**src/rtl/rfsh_fetch.sv**
```systemverilog
`default_nettype none
// ============================================================================
//  Module   : rfsh_fetch
//  Purpose  : Multi-channel byte streamer that reads SDRAM only inside Z80
//             refresh slots, with per-channel FWFT FIFOs and round-robin grant.
//  Revision : 1.0 - initial release
// ============================================================================
module rfsh_fetch #(
    parameter int CHANNELS  = 2,
    parameter int ADDR_W    = 25,
    parameter int DEPTH     = 4,
    parameter int ACK_DELAY = 7
) (
    input  logic                       clk_sys,
    input  logic                       nRESET,
    input  logic                       nRFSH,
    input  logic [CHANNELS-1:0]        ch_start,
    input  logic [CHANNELS*ADDR_W-1:0] ch_base,
    input  logic [CHANNELS*ADDR_W-1:0] ch_len,
    input  logic [CHANNELS-1:0]        ch_rd,
    output logic [CHANNELS*8-1:0]      ch_dout,
    output logic [CHANNELS-1:0]        ch_empty,
    output logic [CHANNELS-1:0]        ch_busy,
    output logic [ADDR_W-1:0]          mem_addr,
    output logic                       mem_rd,
    input  logic [7:0]                 mem_din
);
    localparam int c_GW = (CHANNELS > 1) ? $clog2(CHANNELS) : 1;
    localparam int c_PW = $clog2(DEPTH);
    localparam int c_CW = $clog2(DEPTH + 1);
    localparam int c_TW = $clog2(ACK_DELAY);

    localparam logic [0:0] S_IDLE  = 1'b0;
    localparam logic [0:0] S_FETCH = 1'b1;

    logic [0:0]        r_state, w_state_nxt;
    logic              r_nrfsh_q;
    logic [c_GW-1:0]   r_grant, r_rr, w_sel, w_idx;
    logic [c_TW-1:0]   r_tick;
    logic [ADDR_W-1:0] r_addr;

    logic [ADDR_W-1:0] r_ptr   [CHANNELS];
    logic [ADDR_W-1:0] r_rem   [CHANNELS];
    logic [c_CW-1:0]   r_count [CHANNELS];
    logic [c_PW-1:0]   r_rdp   [CHANNELS];
    logic [c_PW-1:0]   r_wrp   [CHANNELS];
    logic [7:0]        r_fifo  [CHANNELS][DEPTH];

    logic [CHANNELS-1:0] w_elig, w_push, w_pop, w_inflight;
    logic w_slot, w_any, w_launch, w_capture, w_kill;

    assign w_slot    = r_nrfsh_q & ~nRFSH;
    assign w_kill    = ch_start[r_grant];
    assign w_launch  = (r_state == S_IDLE) && w_slot && w_any;
    assign w_capture = (r_state == S_FETCH) && !w_kill && !nRFSH && (r_tick == c_TW'(1));

    generate
        for (genvar i = 0; i < CHANNELS; i++) begin : g_ch
            assign w_inflight[i] = (r_state == S_FETCH) && (r_grant == c_GW'(i));
            // A channel restarting this cycle is not granted; its pointer is being reloaded.
            assign w_elig[i] = (r_rem[i] != '0) && !ch_start[i] &&
                               (w_inflight[i] ? (r_count[i] < c_CW'(DEPTH - 1))
                                              : (r_count[i] < c_CW'(DEPTH)));
            assign w_push[i]   = w_capture && (r_grant == c_GW'(i));
            assign w_pop[i]    = ch_rd[i] && (r_count[i] != '0);
            assign ch_empty[i] = (r_count[i] == '0);
            assign ch_busy[i]  = (r_rem[i] != '0) || (r_count[i] != '0);
            assign ch_dout[i*8 +: 8] = (r_count[i] != '0) ? r_fifo[i][r_rdp[i]] : 8'h00;
        end
    endgenerate

    // Round-robin search: first eligible channel at or above r_rr, wrapping.
    always_comb begin
        w_sel = '0;
        w_idx = '0;
        w_any = 1'b0;
        for (int k = CHANNELS - 1; k >= 0; k--) begin
            w_idx = c_GW'((int'(r_rr) + k) % CHANNELS);
            if (w_elig[w_idx]) begin
                w_any = 1'b1;
                w_sel = w_idx;
            end
        end
    end

    always_ff @(posedge clk_sys or negedge nRESET) begin
        if (!nRESET) r_state <= S_IDLE;
        else         r_state <= w_state_nxt;
    end

    always_comb begin
        w_state_nxt = r_state;
        case (r_state)
            S_IDLE:  if (w_launch) w_state_nxt = S_FETCH;
            S_FETCH: if (w_kill || nRFSH || (r_tick == c_TW'(1))) w_state_nxt = S_IDLE;
            default: w_state_nxt = S_IDLE;
        endcase
    end

    always_comb begin
        mem_rd   = (r_state == S_FETCH);
        mem_addr = r_addr;
    end

    // r_tick counts edges left until capture: capture lands ACK_DELAY-1 cycles after mem_rd rises.
    always_ff @(posedge clk_sys or negedge nRESET) begin
        if (!nRESET) begin
            r_nrfsh_q <= 1'b1;
            r_grant   <= '0;
            r_rr      <= '0;
            r_tick    <= '0;
            r_addr    <= '0;
        end else begin
            r_nrfsh_q <= nRFSH;
            if (w_launch) begin
                r_grant <= w_sel;
                r_addr  <= r_ptr[w_sel];
                r_tick  <= c_TW'(ACK_DELAY - 1);
            end else if ((r_state == S_FETCH) && (r_tick != c_TW'(1))) begin
                r_tick <= r_tick - 1'b1;
            end
            if (w_capture)
                r_rr <= (r_grant == c_GW'(CHANNELS - 1)) ? '0 : r_grant + 1'b1;
        end
    end

    always_ff @(posedge clk_sys or negedge nRESET) begin
        if (!nRESET) begin
            for (int i = 0; i < CHANNELS; i++) begin
                r_ptr[i]   <= '0;
                r_rem[i]   <= '0;
                r_count[i] <= '0;
                r_rdp[i]   <= '0;
                r_wrp[i]   <= '0;
            end
        end else begin
            for (int i = 0; i < CHANNELS; i++) begin
                if (ch_start[i]) begin
                    r_ptr[i]   <= ch_base[i*ADDR_W +: ADDR_W];
                    r_rem[i]   <= ch_len[i*ADDR_W +: ADDR_W];
                    r_count[i] <= '0;
                    r_rdp[i]   <= '0;
                    r_wrp[i]   <= '0;
                end else begin
                    if (w_push[i]) begin
                        r_wrp[i] <= r_wrp[i] + 1'b1;
                        r_ptr[i] <= r_ptr[i] + 1'b1;
                        r_rem[i] <= r_rem[i] - 1'b1;
                    end
                    if (w_pop[i])
                        r_rdp[i] <= r_rdp[i] + 1'b1;
                    if (w_push[i] && !w_pop[i])
                        r_count[i] <= r_count[i] + 1'b1;
                    else if (!w_push[i] && w_pop[i])
                        r_count[i] <= r_count[i] - 1'b1;
                end
            end
        end
    end

    always_ff @(posedge clk_sys) begin
        for (int i = 0; i < CHANNELS; i++)
            if (w_push[i])
                r_fifo[i][r_wrp[i]] <= mem_din;
    end

endmodule
`default_nettype wire

```
**config.mk**
```make
export PLATFORM = sky130hd
export DESIGN_NAME = rfsh_fetch
export DESIGN_NICKNAME = d
export VERILOG_FILES = /design/src/rtl/rfsh_fetch.sv
export SDC_FILE = /design/constraint.sdc
export NUM_CORES = 1
export LEC_CHECK = 0
export ABC_CLOCK_PERIOD_IN_PS = 3900
export CORE_AREA = 8 8 151 153
export DETAILED_ROUTE_END_ITERATION = 16
export DIE_AREA = 0 0 159 161
export PLACE_DENSITY = 0.8
export REMOVE_ABC_BUFFERS = 1
export SLEW_MARGIN = 20
export SYNTH_ARGS = -nofsm -noshare
export SYNTH_HDL_FRONTEND = slang
export SYNTH_SLANG_ARGS = --single-unit
```
**constraint.sdc**
```tcl
create_clock -name clk_sys -period 3.9 [get_ports clk_sys]
set_input_delay 0.585 -clock clk_sys [delete_from_list [all_inputs] [get_ports clk_sys]]
set_output_delay 0.585 -clock clk_sys [all_outputs]
set_load 0.05 [all_outputs]
```
Yosys cells after proc, flatten, opt, wreduce, memory -nomap -nowiden
Memories as Yosys holds them, arrays and structs flattened.
Index checks and enable logic that the tools add are counted.
{"block": "classes", "add_sub_neg": 15, "multipliers": 0, "div": 0, "magnitude_cmp": 14, "eq_ne": 2, "shifts": 0, "n_mux": 62, "n_bitwise": 9, "reduce_logical": 48}
{"operator": "$mux W25", "n": 11}
{"operator": "$mux W32", "n": 4}
{"operator": "$mux W8", "n": 8}
{"operator": "$add A25 B1 Y25 const B", "n": 2}
{"operator": "$reduce_bool A25 Y1", "n": 2}
{"operator": "$sub A25 B1 Y25 const B", "n": 2}
{"operator": "$bmux W8 S2", "n": 2}
{"operator": "$demux W8 S2", "n": 2}
{"operator": "$reduce_or A32 Y1", "n": 1}
{"operator": "$mux W3", "n": 8}
{"operator": "$logic_and A1 B1 Y1", "n": 22}
{"operator": "$mux W1", "n": 18}
{"operator": "$mux W2", "n": 8}
{"operator": "$ge A3 B3 Y1 const B", "n": 4}
{"operator": "$not A2 Y3", "n": 4}
{"operator": "$reduce_bool A3 Y1", "n": 4}
{"operator": "$reduce_bool A2 Y1", "n": 5}
{"operator": "$sub A3 B1 Y3 const B", "n": 3}
{"operator": "$add A2 B1 Y2 const B", "n": 4}
{"operator": "$logic_not A1 Y1", "n": 8}
{"operator": "$add A3 B1 Y3 const B", "n": 2}
{"operator": "$logic_not A3 Y1", "n": 2}
{"operator": "$lt A1 B2 Y1 const B", "n": 3}
{"operator": "$lt A3 B1 Y1 const B", "n": 2}
{"operator": "11 further kinds", "n": 19}
{"block": "totals", "regBits": 146, "latch_bits": 0, "mem_bits_rw": 64, "rom_bits": 0, "out_inout_bits": 46, "word_cells": 167, "mem_count": 1}
{"memory": "r_fifo", "words": 2, "word_bits": 32, "read_ports": 2, "rd_clocked_by_memory_dff": 0, "write_ports": 1, "line_no": "47", "rtl": "logic [7:0] r_fifo [CHANNELS][DEPTH];"}

Logic depth before layout (Yosys ltp)
Gate-level depths: netlist of the first run.
{"block": "depth", "ltp_word": 12, "mapped_depth": 12, "ltp_nobuf": 9}

Worst setup path before layout of the first run
OpenSTA, ideal clock, no wires.
{"block": "synth_timing", "path_kind": "reg-to-reg", "startpoint": "register r_state (netlist: mem_rd)", "endpoint": "register r_count[5] (netlist bit)", "setup_ps": 135, "arrival_time_ps": 2686, "required_ps": 3765, "setup_slack_ps": 1080, "path_stages_with_launch": 11, "path_buffers": 3, "period_less_slack_ps": 2820, "cell_sequence": "dfrtp_1 nand3b_1 or4_1 clkbuf_1 clkbuf_1 clkbuf_1 nor2_1 fa_1 nor3_1 o21ai_0 nor3b_1"}
{"block": "synth_via", "elab_chain_len": 7}
{"item": "start, declared", "line_no": "36", "rtl": "logic [0:0] r_state, w_state_nxt;"}
{"item": "start signal, assigned", "line_no": "88", "rtl": "else r_state <= w_state_nxt;"}
{"item": "$logic_and A1 B1 Y1 * (3 in series)", "line_no": "55", "rtl": "assign w_capture = (r_state == S_FETCH) && !w_kill && !nRFSH && (r_tick == c_TW'(1));"}
{"item": "$logic_and A1 B1 Y1 *", "line_no": "64", "rtl": "assign w_push[i] = w_capture && (r_grant == c_GW'(i));"}
{"item": "$logic_and A1 B1 Y1 or $logic_not A1 Y1 (tied branches)", "line_no": "152, 154"}
{"item": "$mux W3 or $logic_and A1 B1 Y1 (tied branches)", "line_no": "152, 154"}
{"item": "$mux W3 or $reduce_bool A3 Y1 (tied branches)"}
{"item": "end signal, assigned by index", "line_no": "153", "rtl": "r_count[i] <= r_count[i] + 1'b1;"}
{"item": "end signal, assigned by index", "line_no": "155", "rtl": "r_count[i] <= r_count[i] - 1'b1;"}
{"item": "end, declared", "line_no": "44", "rtl": "logic [c_CW-1:0] r_count [CHANNELS];"}
Every way passes the cells marked *; elsewhere a longest branch is shown, timed or not.
A chain may end at the register's enable or synchronous reset.

Final worst setup path of the first run
{"block": "layout_timing", "startpoint": "register r_rem[25] (netlist bit)", "endpoint": "output port ch_busy[0]"}
{"block": "layout_via", "elab_chain_len": 2}
{"item": "start, declared", "line_no": "43", "rtl": "logic [ADDR_W-1:0] r_rem [CHANNELS];"}
{"item": "start signal, assigned by index", "line_no": "140", "rtl": "r_rem[i] <= ch_len[i*ADDR_W +: ADDR_W];"}
{"item": "start signal, assigned by index", "line_no": "148", "rtl": "r_rem[i] <= r_rem[i] - 1'b1;"}
{"item": "$reduce_bool A25 Y1", "line_no": "67", "rtl": "assign ch_busy[i] = (r_rem[i] != '0) || (r_count[i] != '0);"}
{"item": "$logic_or A1 B1 Y1", "line_no": "67"}
{"item": "end, declared", "line_no": "23", "rtl": "output logic [CHANNELS-1:0] ch_busy,"}
Every way passes these cells.

==> results of run 1 <==
==> kinds of logic (layout without fill, tap and decap cells) <==
family | count (synthesis) | in the layout | synth area share (%)
AND/OR/NAND/NOR | 455 | 455 | 21.9
AO/OA/AOI/OAI | 224 | 224 | 13.8
flip-flops | 210 | 210 | 50.7
buffers and inverters | 111 | 258 | 3.99
XOR/XNOR | 45 | 45 | 3.58
multiplexers | 23 | 23 | 3.96
adder cells (fa/ha/maj) | 17 | 17 | 2.07
==> area by class of cell <==
type,instances,area share [%]
multi-input cells,764,37.1
repair buffers,184,13.2
clock buffers,35,4.79
inverters,32,0.884
well taps,275,2.53
flip-flops and latches,210,41.0
clock inverters,7,0.469
==> critical path, cell delays in order, from the launching register on <==
cell             delay [ns]
dfrtp_1                0.38
inv_1                  0.10
ha_1                   0.21
or4b_2                 0.70
nor4_2                 0.34
nand3_1                0.15
clkdlybuf4s50_1        0.75
==> final timing paths <==
| check | from | endpoint | slack, ns | cells after the start |
|---|---|---|---|---|
| setup / recovery | r_rem[25] | ch_busy[0] | 0.17 | 6 |
| hold / removal | nRESET | r_rem[29] | 0.12 | 1 |
| setup reg to reg | r_rem[25] | mem_addr[11] | 0.94 | 8 |
| hold reg to reg | r_tick[1] | r_tick[1] | 0.49 | 1 |
| max in group asynchronous | nRESET | r_rem[21] | 2.96 | 2 |
| min in group clk_sys | ch_start[0] | r_count[5] | 0.37 | 2 |
==> synth_stat cells, types with 13 or more instances <==
cell        n  area (um^2)
clkbuf_1   69          259
nand2_1   117          439
nor3_1     57          285
or4_1      13         97.6
o31ai_1    28          210
ha_1       15          188
o21ai_0    65          325
nand4_1    20          125
xnor2_1    22          193
a21oi_1    17         85.1
nor2b_1    19          119
nand3_1    66          330
dfrtp_1   145         3630
and3_1     14         87.6
inv_1      32          120
xor2_1     23          201
mux4_2     16          360
and2_1     14         87.6
edfxtp_1   64         1920
or3_1      31          194
nor4_1     18          113
o211ai_1   22          165
nor2_1     49          184
a31oi_1    30          188
==> sequential cells by signal, summed over array words and instances (netlist names) <==
register / flops
mem_addr: 25
mem_rd: 1
r_count: 6
r_fifo: 64
r_grant: 1
r_nrfsh_q: 1
r_ptr: 50
r_rdp: 4
r_rem: 50
r_rr: 1
r_tick: 3
r_wrp: 4
==> where the power goes <==
part	switching [W]	internal (W)	leakage, nW
Combinational	0.00166	0.00103	2.36
Clock	0.000860	0.00122	0.347
Sequential	0.000342	0.00256	2.33
Total	0.00286	0.00481	5.05
==> per-stage QoR <==
step           total power (W)  utilization (%)
2_1_floorplan          0.00455                -
3_3_place_gp           0.00554             62.5
3_5_place_dp           0.00560             62.5
4_1_cts                0.00769             66.0
5_1_grt                0.00800             66.1
6_report               0.00767             66.1
==> layer usage <==
layer  global-route usage [%]  wire length [um]  vias up
met5                        0                 0        -
met4                     6.73               709        0
met3                     3.16              1770       47
met2                     35.6             13800      363
met1                     30.4             12500     4412
li1                         -                 -     4312
==> what timing repair did <==
item                                   CTS  global route
endpoints found under the hold margin    0             0
resized for setup                        1             0
setup endpoints to repair                1             0
==> cell usage in the layout, fill, tap and decap left out, types with 22 or more instances in the layout <==
master / synthesis / final
dfrtp_1: 145 / 145
clkdlybuf4s50_1: 0 / 157
xnor2_1: 22 / 22
nand2_1: 117 / 117
inv_1: 32 / 32
clkbuf_16: 0 / 23
o31ai_1: 28 / 28
nor3_1: 57 / 57
nor2_1: 49 / 49
edfxtp_1: 64 / 64
xor2_1: 23 / 23
o21ai_0: 65 / 65
or3_1: 31 / 31
buf_4: 0 / 23
a31oi_1: 30 / 30
nand3_1: 66 / 66
o211ai_1: 22 / 22
==> out/qor.csv, run 1 <==
metric,value,unit
# Max-Cap Violations,0,
actual transition at the worst max-transition pin,0.798,ns
CP endpoint kind,output port,
insertion delay to the later sink of the worst-skew pair,0.51,ns
total routed wirelength,28800,um
antenna violations before repair,0,
net count of the finished layout,1347,
power density normalized to cell area,564,nW/um^2
worst-case setup margin in the final layout,0.168,ns
buffer depth of the longest clock path,3,
post-layout instance count excluding filler cells,1507,
Syn. warnings,0,
number of buffers inserted by port buffering,160,
status,completed,
initial cell density of the core,53.5,%
TritonCTS clock tree,yes,
number of distinct standard cells referenced by the synthesized netlist,67,
type of the worst setup path,reg -> out,
Placed Cells incl. Taps,1464,
"critical path fanouts, max",5,
Post-DP Area,12800,um^2
area of the die,25600,um^2
sequential cell area,5580,um^2
DIE HEIGHT,161,um
maximum number of pins on one net before global-route repair,79,
DR pass1 iterations,5,
flip-flop cell with the highest count after synthesis,dfrtp_1,
Die W,159,um
"final std cell area, no fill",13600,um^2
"Hold Vio Cnt, Final",0,
Post-Syn Area per Cell,10.1,um^2
fraction of registers with async set or reset after synthesis,69.5,%
Clock H-tree levels,1,
via count of the first global-routing pass,8964,
quantity of hold-fixing buffers added after cts,0,
remaining antenna violation count after routing,0,
post-route setup TNS,0,ns
worst max-slew margin expressed relative to the limit,46.6,%
final setup skew,0.0185,ns
number of flip-flops and latches in the synthesized netlist,210,
sequential share of the synthesized area,50.7,%
endpoint required time on the critical path,3.31,ns
number of setup violations in the final report,0,
multi-input logic area,5040,um^2
worst hold path type,in -> async,
area of the core,20600,um^2
GR Util All Layers,22.0,%
routability-driven placement congestion ratio,0.876,
DRC violation count after routing,0,
synthesized cell area,11000,um^2
final-layout fill cell count,1649,
fin crit share,95.7,%
number of post-CTS setup repair buffers,0,
remaining global-route overflow,0,
global-route wire length before repair,47000,um
HPWL after detailed placement,19800,um
area added between synthesis and finish,23.5,%
fmax,0.268,GHz
RSZ-0062 raised after global routing,no,
total inserted antenna cells,0,
wire per inst,19.1,um
gate count after technology mapping,1085,
critical path startpoint category,flip-flop,
Core Rows,53,
maximum resistive drop on vdd,0.000303,V
ratio of cells with drive above 1 in the final layout,7.95,%
arrival time of the worst setup path,3.15,ns
ports placed on the boundary,161,
clock-pin slew on the worst setup and hold paths,0.06,ns
CTS Buf Count,23,
root buffer cell,clkbuf_16,
Post-Place Worst Slack,0.560,ns
first-iteration detailed-routing DRC count,703,
max-slew violation total from the final report,0,
CTS sink cnt,210,
P_leak,5.05,nW
drt via density,6.06,
Hold WS,0.119,ns
count of flip-flops with a built-in enable after synthesis,64,
minimum period implied by the final worst setup slack,3.73,ns
detailed-route via count,9134,
No activity file was read; power rests on OpenSTA's default activity.
==> inputs of run 2 (changes only) <==
--- a/config.mk
+++ b/config.mk
@@ -6,10 +6,11 @@
 export NUM_CORES = 1
 export LEC_CHECK = 0
 export ABC_CLOCK_PERIOD_IN_PS = 3900
-export CORE_AREA = 8 8 151 153
+export CORE_AREA = 8 8 152 154
+export CTS_CLUSTER_SIZE = 10
 export DETAILED_ROUTE_END_ITERATION = 16
-export DIE_AREA = 0 0 159 161
-export PLACE_DENSITY = 0.8
+export DIE_AREA = 0 0 160 162
+export PLACE_DENSITY = 0.79
 export REMOVE_ABC_BUFFERS = 1
 export SLEW_MARGIN = 20
 export SYNTH_ARGS = -nofsm -noshare
==> out/qor.csv, run 2 (synthesis results as in run 1) <==
metric,value,unit
buffer depth of the longest clock path,3,
status,completed,
fin crit share,96.2,%
max reg flops,64,
post-layout util,65.6,%
worst max-slew margin expressed relative to the limit,42.8,%
most frequent cells in the layout,"clkdlybuf4s50_1, dfrtp_1, nand2_1",
net count of the finished layout,1352,
CTS Buf Count,25,
final setup skew,0.00929,ns
type of the worst setup path,reg -> out,
area of the die,25900,um^2
Clock H-tree levels,1,
detailed-route via count,9111,
Placed Cells incl. Taps,1468,
Core Rows,53,
number of post-CTS setup repair buffers,0,
initial cell density of the core,53.2,%
total inserted antenna cells,0,
ratio of cells with drive above 1 in the final layout,7.94,%
critical path startpoint category,flip-flop,
endpoint required time on the critical path,3.31,ns
Post-DP Area,12900,um^2
DR pass1 iterations,5,
global-route wire length before repair,46600,um
routability-driven placement congestion ratio,0.897,
CP endpoint kind,output port,
DIE HEIGHT,162,um
worst hold path type,in -> async,
GR Util All Layers,21.6,%
antenna violations before repair,0,
quantity of hold-fixing buffers added after cts,0,
power density normalized to cell area,562,nW/um^2
RSZ-0062 raised after global routing,no,
remaining global-route overflow,0,
insertion delay to the later sink of the worst-skew pair,0.52,ns
CTS sink cnt,210,
maximum number of pins on one net before global-route repair,74,
wire per inst,19.1,um
"final std cell area, no fill",13600,um^2
worst-case setup margin in the final layout,0.147,ns
arrival time of the worst setup path,3.17,ns
"critical path fanouts, max",5,
Hold WS,0.0957,ns
remaining antenna violation count after routing,0,
Die W,160,um
clock-pin slew on the worst setup and hold paths,0.06,ns
drt via density,6.04,
ports placed on the boundary,161,
"Hold Vio Cnt, Final",0,
root buffer cell,clkbuf_16,
total of cells resized after clock tree synthesis,0,
number of buffers inserted by port buffering,160,
actual transition at the worst max-transition pin,0.855,ns
area of the core,20700,um^2
first-iteration detailed-routing DRC count,723,
TritonCTS clock tree,yes,
max-slew violation total from the final report,0,
Post-Place Worst Slack,0.771,ns
total routed wirelength,28800,um
post-layout instance count excluding filler cells,1509,
# Max-Cap Violations,0,
via count of the first global-routing pass,8997,
fmax,0.266,GHz
P_leak,5.04,nW
minimum period implied by the final worst setup slack,3.75,ns
number of setup violations in the final report,0,
HPWL after detailed placement,20100,um
maximum resistive drop on vdd,0.000297,V
most common library cell in the layout ignoring fill and taps,clkdlybuf4s50_1,
area added between synthesis and finish,23.4,%
DRC violation count after routing,0,
[run 2: cell types whose count changed in the layout (fill, tap and decap cells not counted)]
cell       previous run  this run
clkinv_4              1         0
clkbuf_16            23        25
clkbuf_1              9        13
bufinv_16             1         0
nor4_1               16        17
clkinv_1              3         0
buf_16                1         0
nor4_2                6         5
clkbuf_8              3         1
buf_4                23        27
[run 2: worst max-delay path: stages (launching register included)]
cell             delay (ns)
dfrtp_1                0.40
inv_1                  0.10
ha_1                   0.22
or4b_2                 0.69
nor4_1                 0.26
buf_4                  0.19
nand3_1                0.07
clkdlybuf4s50_1        0.72
[run 2: area by class of cell]
class | count | area, um^2
Multi-Input combinational cell | 764 | 5040
Inverter | 32 | 120
Fill cell | 1645 | 7110
Sequential cell | 210 | 5580
Clock inverter | 2 | 13.8
Tap cell | 275 | 344
Timing Repair Buffer | 187 | 1800
Clock buffer | 39 | 688
[run 2: final timing paths]
path | cells past startpoint | start | slack [ns] | endpoint
setup / recovery | 7 | r_rem[25] | 0.15 | ch_busy[0]
hold / removal | 1 | nRESET | 0.1 | r_rem[35]
setup reg to reg | 8 | r_rem[25] | 0.99 | mem_addr[18]
hold reg to reg | 1 | r_tick[1] | 0.49 | r_tick[1]
max in group asynchronous | 2 | nRESET | 2.96 | r_nrfsh_q
min in group clk_sys | 2 | ch_start[1] | 0.40 | r_count[1]
[run 2: where the power goes]
part	internal, W	total (W)	leakage (nW)	switching, W
Sequential	0.00256	0.00290	2.33	0.000339
Combinational	0.00102	0.00267	2.37	0.00165
Clock	0.00120	0.00205	0.339	0.000856
[run 2: layer usage]
layer | global-route usage [%] | vias up | share of wire (%)
li1 | - | 4310 | -
met1 | 29.2 | 4407 | 43
met2 | 35.0 | 343 | 47
met3 | 4.10 | 51 | 7.4
met4 | 6.03 | 0 | 2.1
met5 | 0 | - | 0
[run 2: per-stage QoR]
stage               total power (W)  TNS (ns)
finish                      0.00763         0
global route                0.00797         0
CTS                         0.00768         0
detailed placement          0.00562         0
global placement            0.00556         0
floorplan                   0.00455   -110.61
